<file path="src/rtl/vga_pkg.sv">
// Shared definitions for the lane game: 12-bit RGB colours, palette codes,
// the per-lane FSM state type and the palette lookup.
package vga_pkg;

  localparam logic [11:0] COL_BLACK     = 12'h000;
  localparam logic [11:0] COL_BG        = 12'h124;
  localparam logic [11:0] COL_O         = 12'hF80;
  localparam logic [11:0] COL_P2        = 12'hF0F;
  localparam logic [11:0] COL_P3        = 12'hA0F;
  localparam logic [11:0] COL_B1        = 12'h00F;
  localparam logic [11:0] COL_B2        = 12'h08F;
  localparam logic [11:0] COL_B3        = 12'h0FF;
  localparam logic [11:0] COL_TEXT      = 12'hFFF;
  localparam logic [11:0] COL_HIGHLIGHT = 12'hFF0;
  localparam logic [11:0] COL_GREY      = 12'h888;
  localparam logic [11:0] COL_GREEN     = 12'h0F0;

  typedef enum logic [3:0] {
    PAL_BG        = 4'd1,
    PAL_O         = 4'd2,
    PAL_P2        = 4'd3,
    PAL_P3        = 4'd4,
    PAL_B1        = 4'd5,
    PAL_B2        = 4'd6,
    PAL_B3        = 4'd7,
    PAL_TEXT      = 4'd8,
    PAL_HIGHLIGHT = 4'd9,
    PAL_GREY      = 4'd10
  } pal_code_e;

  typedef enum logic {
    LANE_ARMED  = 1'b0,
    LANE_SCORED = 1'b1
  } lane_state_e;

  // Codes without a palette entry (0, 11..15) fall back to the background.
  function automatic logic [11:0] pal_colour(input logic [3:0] code);
    logic [11:0] col;
    case (code)
      PAL_BG:        col = COL_BG;
      PAL_O:         col = COL_O;
      PAL_P2:        col = COL_P2;
      PAL_P3:        col = COL_P3;
      PAL_B1:        col = COL_B1;
      PAL_B2:        col = COL_B2;
      PAL_B3:        col = COL_B3;
      PAL_TEXT:      col = COL_TEXT;
      PAL_HIGHLIGHT: col = COL_HIGHLIGHT;
      PAL_GREY:      col = COL_GREY;
      default:       col = COL_BG;
    endcase
    return col;
  endfunction

endpackage

</file>
<file path="src/rtl/vga_lane_ctrl.sv">
// One falling-block lane: vertical position, ARMED/SCORED FSM, button edge
// detect and registered hit/miss strobes.
module vga_lane_ctrl
  import vga_pkg::*;
#(
  parameter int         VMAX    = 779,
  parameter int         HIT_LO  = 400,
  parameter int         HIT_HI  = 475,
  parameter int         REARM_Y = 20,
  parameter logic [9:0] INIT_Y  = 10'd0
) (
  input  logic        clk,
  input  logic        reset,
  input  logic        tick,
  input  logic        button,
  output logic [9:0]  lane_y,
  output lane_state_e state,
  output logic        hit_evt,
  output logic        hit_pulse,
  output logic        miss_pulse
);

  logic [9:0]  y_q, y_d;
  lane_state_e state_q, state_d;
  logic        btn_prev_q;
  logic        hit_pulse_q, miss_pulse_q;
  logic        rise, in_win, miss_evt;

  // NOTE: every signal written here gets a default first, so no latch is inferred.
  always_comb begin
    rise     = button & ~btn_prev_q;
    in_win   = (y_q >= 10'(HIT_LO)) && (y_q <= 10'(HIT_HI));
    // Both events judge the state held at the start of the cycle, so a
    // press that coincides with a re-arm still counts as a SCORED press.
    hit_evt  = rise && (state_q == LANE_ARMED) && in_win;
    miss_evt = rise && !hit_evt;

    y_d = y_q;
    if (tick) begin
      y_d = (y_q == 10'(VMAX)) ? 10'd0 : y_q + 10'd1;
    end

    state_d = state_q;
    case (state_q)
      LANE_ARMED:  if (hit_evt) state_d = LANE_SCORED;
      LANE_SCORED: if (y_q <= 10'(REARM_Y)) state_d = LANE_ARMED;
      default:     state_d = LANE_ARMED;
    endcase
  end

  // NOTE: sequential state is updated only with non-blocking assignments.
  always_ff @(posedge clk) begin
    if (reset) begin
      y_q          <= INIT_Y;
      state_q      <= LANE_ARMED;
      btn_prev_q   <= 1'b0;
      hit_pulse_q  <= 1'b0;
      miss_pulse_q <= 1'b0;
    end else begin
      y_q          <= y_d;
      state_q      <= state_d;
      btn_prev_q   <= button;
      hit_pulse_q  <= hit_evt;
      miss_pulse_q <= miss_evt;
    end
  end

  assign lane_y     = y_q;
  assign state      = state_q;
  assign hit_pulse  = hit_pulse_q;
  assign miss_pulse = miss_pulse_q;

endmodule

</file>
<file path="src/rtl/vga_lane_game.sv">
// Lane rhythm game overlay: shared descent tick, saturating score and the
// registered colour mux that paints lane blocks over the palette pixel.
module vga_lane_game
  import vga_pkg::*;
#(
  parameter int NLANES     = 4,
  parameter int CIDXW      = 4,
  parameter int SCOREW     = 16,
  parameter int TICK_DIV   = 500000,
  parameter int VMAX       = 779,
  parameter int HIT_LO     = 400,
  parameter int HIT_HI     = 475,
  parameter int REARM_Y    = 20,
  parameter int BLOCK_W    = 40,
  parameter int BLOCK_H    = 40,
  parameter int LANE_X0    = 200,
  parameter int LANE_PITCH = 80
) (
  input  logic                 clk,
  input  logic                 reset,
  input  logic                 bright,
  input  logic [9:0]           hCount,
  input  logic [9:0]           vCount,
  input  logic [CIDXW-1:0]     pix,
  input  logic [NLANES-1:0]    button,
  output logic [11:0]          rgb,
  output logic [SCOREW-1:0]    score,
  output logic [10*NLANES-1:0] lane_y,
  output logic [NLANES-1:0]    hit_pulse,
  output logic [NLANES-1:0]    miss_pulse
);

  localparam int TCW  = (TICK_DIV > 1) ? $clog2(TICK_DIV) : 1;
  localparam int SUMW = SCOREW + $clog2(NLANES + 1) + 1;
  localparam logic [SCOREW-1:0] SCORE_MAX = '1;

  logic [TCW-1:0]    tick_cnt_q, tick_cnt_d;
  logic              tick;
  logic [SCOREW-1:0] score_q, score_d;
  logic [SUMW-1:0]   hit_cnt, score_sum;
  logic [11:0]       rgb_q, rgb_d;
  logic [11:0]       ov_col;
  logic              ov_hit;
  logic [CIDXW+3:0]  pix_ext;

  logic [9:0]        lane_y_arr [NLANES];
  lane_state_e       lane_st    [NLANES];
  logic [NLANES-1:0] hit_evt;

  assign tick = (tick_cnt_q == TCW'(TICK_DIV - 1));

  for (genvar i = 0; i < NLANES; i++) begin : g_lane
    vga_lane_ctrl #(
      .VMAX    (VMAX),
      .HIT_LO  (HIT_LO),
      .HIT_HI  (HIT_HI),
      .REARM_Y (REARM_Y),
      .INIT_Y  (10'((i * (VMAX + 1)) / NLANES))
    ) u_lane (
      .clk        (clk),
      .reset      (reset),
      .tick       (tick),
      .button     (button[i]),
      .lane_y     (lane_y_arr[i]),
      .state      (lane_st[i]),
      .hit_evt    (hit_evt[i]),
      .hit_pulse  (hit_pulse[i]),
      .miss_pulse (miss_pulse[i])
    );
    assign lane_y[10*i +: 10] = lane_y_arr[i];
  end

  always_comb begin
    tick_cnt_d = tick ? '0 : tick_cnt_q + TCW'(1);

    // Hits land on the same edge as their strobes; the sum is wide enough
    // that the saturation test never sees a wrapped value.
    hit_cnt = '0;
    for (int i = 0; i < NLANES; i++) begin
      hit_cnt = hit_cnt + SUMW'(hit_evt[i]);
    end
    score_sum = SUMW'(score_q) + hit_cnt;
    score_d   = (score_sum > SUMW'(SCORE_MAX)) ? SCORE_MAX : score_sum[SCOREW-1:0];
  end

  // Walk lanes from highest to lowest so the lowest matching index wins.
  always_comb begin
    ov_hit = 1'b0;
    ov_col = COL_GREEN;
    for (int i = NLANES - 1; i >= 0; i--) begin
      if ((int'(hCount) >= LANE_X0 + i * LANE_PITCH) &&
          (int'(hCount) <  LANE_X0 + i * LANE_PITCH + BLOCK_W) &&
          (int'(vCount) >= int'(lane_y_arr[i])) &&
          (int'(vCount) <= int'(lane_y_arr[i]) + BLOCK_H)) begin
        ov_hit = 1'b1;
        ov_col = (lane_st[i] == LANE_SCORED) ? COL_GREY : COL_GREEN;
      end
    end
  end

  always_comb begin
    pix_ext = {4'b0000, pix};
    if (!bright) begin
      rgb_d = COL_BLACK;
    end else if (ov_hit) begin
      rgb_d = ov_col;
    end else if (pix_ext <= (CIDXW + 4)'(PAL_GREY)) begin
      rgb_d = pal_colour(pix_ext[3:0]);
    end else begin
      rgb_d = COL_BG;
    end
  end

  always_ff @(posedge clk) begin
    if (reset) begin
      tick_cnt_q <= '0;
      score_q    <= '0;
      rgb_q      <= '0;
    end else begin
      tick_cnt_q <= tick_cnt_d;
      score_q    <= score_d;
      rgb_q      <= rgb_d;
    end
  end

  assign rgb   = rgb_q;
  assign score = score_q;

endmodule
</file>
<file path="config.mk">
export PLATFORM = sky130hd
export DESIGN_NAME = vga_lane_game
export DESIGN_NICKNAME = d
export VERILOG_FILES = /design/src/rtl/vga_pkg.sv /design/src/rtl/vga_lane_ctrl.sv /design/src/rtl/vga_lane_game.sv
export SDC_FILE = /design/constraint.sdc
export NUM_CORES = 1
export LEC_CHECK = 0
export ABC_AREA = 1
export CAP_MARGIN = 20
export CELL_PAD_IN_SITES_DETAIL_PLACEMENT = 2
export CELL_PAD_IN_SITES_GLOBAL_PLACEMENT = 2
export CORE_MARGIN = 4
export CORE_UTILIZATION = 25
export DETAILED_ROUTE_END_ITERATION = 7
export PLACE_DENSITY_LB_ADDON = 0.1
export SETUP_SLACK_MARGIN = 0.3
export SYNTH_ARGS = -nofsm -noshare
export SYNTH_HDL_FRONTEND = slang
export SYNTH_SLANG_ARGS = --single-unit
</file>
<file path="constraint.sdc">
create_clock -name clk -period 3.04 [get_ports clk]
set_input_delay 0.456 -clock clk [delete_from_list [all_inputs] [get_ports clk]]
set_output_delay 0.456 -clock clk [all_outputs]
set_load 0.01 [all_outputs]
</file>
==> run metrics <==
Max Root-Sink Buffers=2; WL/cell=17.8 µm; clk slew on worst S/H paths=0.08 ns; DP HPWL=24200 µm; Max IR drop VDD=0.000222 V; clock network fraction of design power=40.9%; share of layout cells above drive strength 1=20.0%; CP max FO=7; Overflow after GRT=0; largest net degree at the start of global routing=29; Worst Skew=0.0153 ns; P_int=2.09 mW; Netlist Area Pre-Place=7650 µm²; Util after Layout=35.3%; number of fill cells=3565; CP Capture Type=flop; CP startpoint kind=flop; fin crit share=109%; Slew HR=47.8%; # DRC=0; Post-Syn Nets=1217; Initial Utilization=25.5%; buffers added on ports=103; Root Driver=clkbuf_16; Die Span Y=183 µm; Period minus WS final=3.32 ns; sequential power share=46.4%; Post-Synthesis Cells=1097; Core ar.=30000 µm²; CP required=3.34 ns; CTS sink count=101; Top Ports=107; synthesis-stage register bit count=101; worst skew pair latency=0.36 ns; Arrival @ worst endpoint=3.62 ns; switching share of power=27.8%; Iter 0 DRT Violations=272; fin nets=1417; vias in the first global route=8670; Final Hold Fails=0; first-pass GRT wire length=47800 µm; Power Total=2.89 mW; Max Cap Viol=0; Final Max Tran Viols=0; Final setup viols=16; synth unique cells=56; ys async rst share=0%; Placement Rows=63; leakage=4.64 nW; Setup Slack @ Placement=-0.748 ns; part of the Yosys area used for sequential elements=26.4%; Main synth FF type=dfxtp_1; Yosys warning total=0; Hold Path Class=reg -> reg; drt first pass iters=4; WS Path Type=reg -> reg; Tightest Pin Transition=0.783 ns; total negative slack=-4.14 ns; # diodes=0; P per Cell Area=273 nW/µm²; ANT nets after route=0; total global-route track usage=17.9%; switching pwr=0.804 mW; CTS tree=done; die footprint=33500 µm²; H-tree depth=3; Num CTS Buffers=9; RSZ-0062 raised after global routing=true; average size of a mapped cell=6.98 µm²; Vias=7845; Routed WL=30100 µm; number of synthesized flops with an enable pin=0; via/cell ratio=4.64; final worst setup slack=-0.281 ns; Hold Buf Count CTS=0; initial antenna violation count=0; failing checks=setup timing; status=finished, violations left; combinational power share=12.7%; area delta synth->final=38.3%; Die X-Extent=183 µm; maximum achievable frequency=0.301 GHz; Final Wtd Congestion=0.793
[cell families after synthesis]
family                     share of synthesized area, %
and+or+nand+nor                                    31.4
AOI/OAI and AO/OA                                  11.0
xor gates and xnor gates                           5.15
adders and majority gates                          14.8
buffers and inverters                              11.3
DFF                                                26.4
[state kept, by name, summed over array words and instances (netlist names)]
register and cells:
g_lane.u_lane.btn_prev_q 4, g_lane.u_lane.hit_pulse 4, g_lane.u_lane.lane_y 40, g_lane.u_lane.miss_pulse 4, g_lane.u_lane.state 4, rgb 10
score 16, tick_cnt_q 19
[metal layers]
metal	track usage [%]	share of wire, %
met3	2.14	2.5
met1	23.1	46
met5	0	0
met2	32.2	50
met4	3.67	1.3
[final timing paths]
path,start,endpoint,slack [ns],cells after the start
worst max-delay path,g_lane[0].u_lane.lane_y[5]$_SDFFE_PP0P_,score[6]$_SDFF_PP0_,-0.28,18
worst max register to register,g_lane[0].u_lane.lane_y[5]$_SDFFE_PP0P_,score[6]$_SDFF_PP0_,-0.28,18
worst min-delay path,g_lane[0].u_lane.btn_prev_q$_SDFF_PP0_,g_lane[0].u_lane.miss_pulse$_SDFF_PP0_,0.44,1
worst min register to register,g_lane[0].u_lane.btn_prev_q$_SDFF_PP0_,g_lane[0].u_lane.miss_pulse$_SDFF_PP0_,0.44,1
[cell usage in the layout (no fill, tap or decap), types with 11 or more instances in the layout]
master           instances
a21oi_1                 65
a21oi_2                 18
buf_4                  101
clkdlybuf4s50_1        100
dfxtp_1                 92
ha_1                    83
inv_1                  158
inv_2                   13
nand2_1                190
nand2_2                 12
nand3_1                 47
nand3_2                 17
nand4_1                 24
nor2_1                 107
nor2_2                  14
nor2_4                  11
nor3_1                  43
nor4_1                  14
o21ai_0                 22
xor2_1                  39
[cell type report]
type	instances	area (µm²)	share of cell area, %
clock buffers	10	239	2.26
clock inverters	6	51.3	0.485
inverters	177	677	6.39
multi-input cells	789	5090	48.1
flip-flops and latches	101	2040	19.3
well taps	390	488	4.61
repair buffers	219	2000	18.9
[timing repair]
| item | CTS | global route |
|---|---|---|
| gates resized for setup | 39 | 46 |
| pin swaps | 18 | 27 |
| buffers inserted | 9 | 12 |
| setup endpoints to repair | 26 | 26 |
[per-stage QoR]
stage | hold WS (ns) | std cells | cell area (µm²)
global placement | 0.427 | 1655 | 9810
CTS | 0.439 | 1680 | 10300
global route | 0.463 | 1692 | 10600
finish | 0.444 | 1692 | 10600
floorplan | 0.400 | 1097 | 7700
detailed placement | 0.422 | 1655 | 9810
[cell usage after synthesis, types with 7 or more instances]
cell | n | area share (%)
buf_2 | 7 | 0.46
nor3_1 | 45 | 2.9
o21ai_0 | 23 | 1.5
nand4_1 | 24 | 2.0
buf_4 | 11 | 1.1
inv_1 | 166 | 8.1
nand3_1 | 60 | 3.9
nand2_1 | 197 | 9.7
a21oi_1 | 83 | 5.4
nor2_4 | 7 | 1.0
o211ai_1 | 7 | 0.69
xor2_1 | 40 | 4.6
a21o_1 | 7 | 0.69
nor2_2 | 9 | 0.74
nor2_1 | 116 | 5.7
dfxtp_1 | 101 | 26
nor4_1 | 15 | 1.2
ha_1 | 86 | 14
[power groups by stage]
| stage | sequential [mW] | clock (mW) | combinational, mW |
|---|---|---|---|
| 4_1_cts | 1.34 | 1.24 | 0.367 |
| 5_1_grt | 1.34 | 1.28 | 0.417 |
| 2_1_floorplan | 1.37 | 0 | 0.181 |
| 3_5_place_dp | 1.37 | 0 | 0.362 |
| 3_3_place_gp | 1.37 | 0 | 0.354 |
| 6_report | 1.34 | 1.18 | 0.368 |
[critical path, cell delays in order, from the launching register on]
cell and delay (ns):
dfxtp_4 0.36, nor2_4 0.11, inv_2 0.05, o211ai_1 0.19, a31oi_2 0.10, fa_1 0.58
inv_2 0.04, fa_2 0.35, inv_2 0.07, fa_2 0.22, nand3_4 0.08, nor2_4 0.10
and3_4 0.22, buf_6 0.11, nand3_4 0.07, nor3_4 0.19, nand3_2 0.14, buf_6 0.18
a21oi_2 0.10
Note: power is estimated with default switching activity, not from simulation.
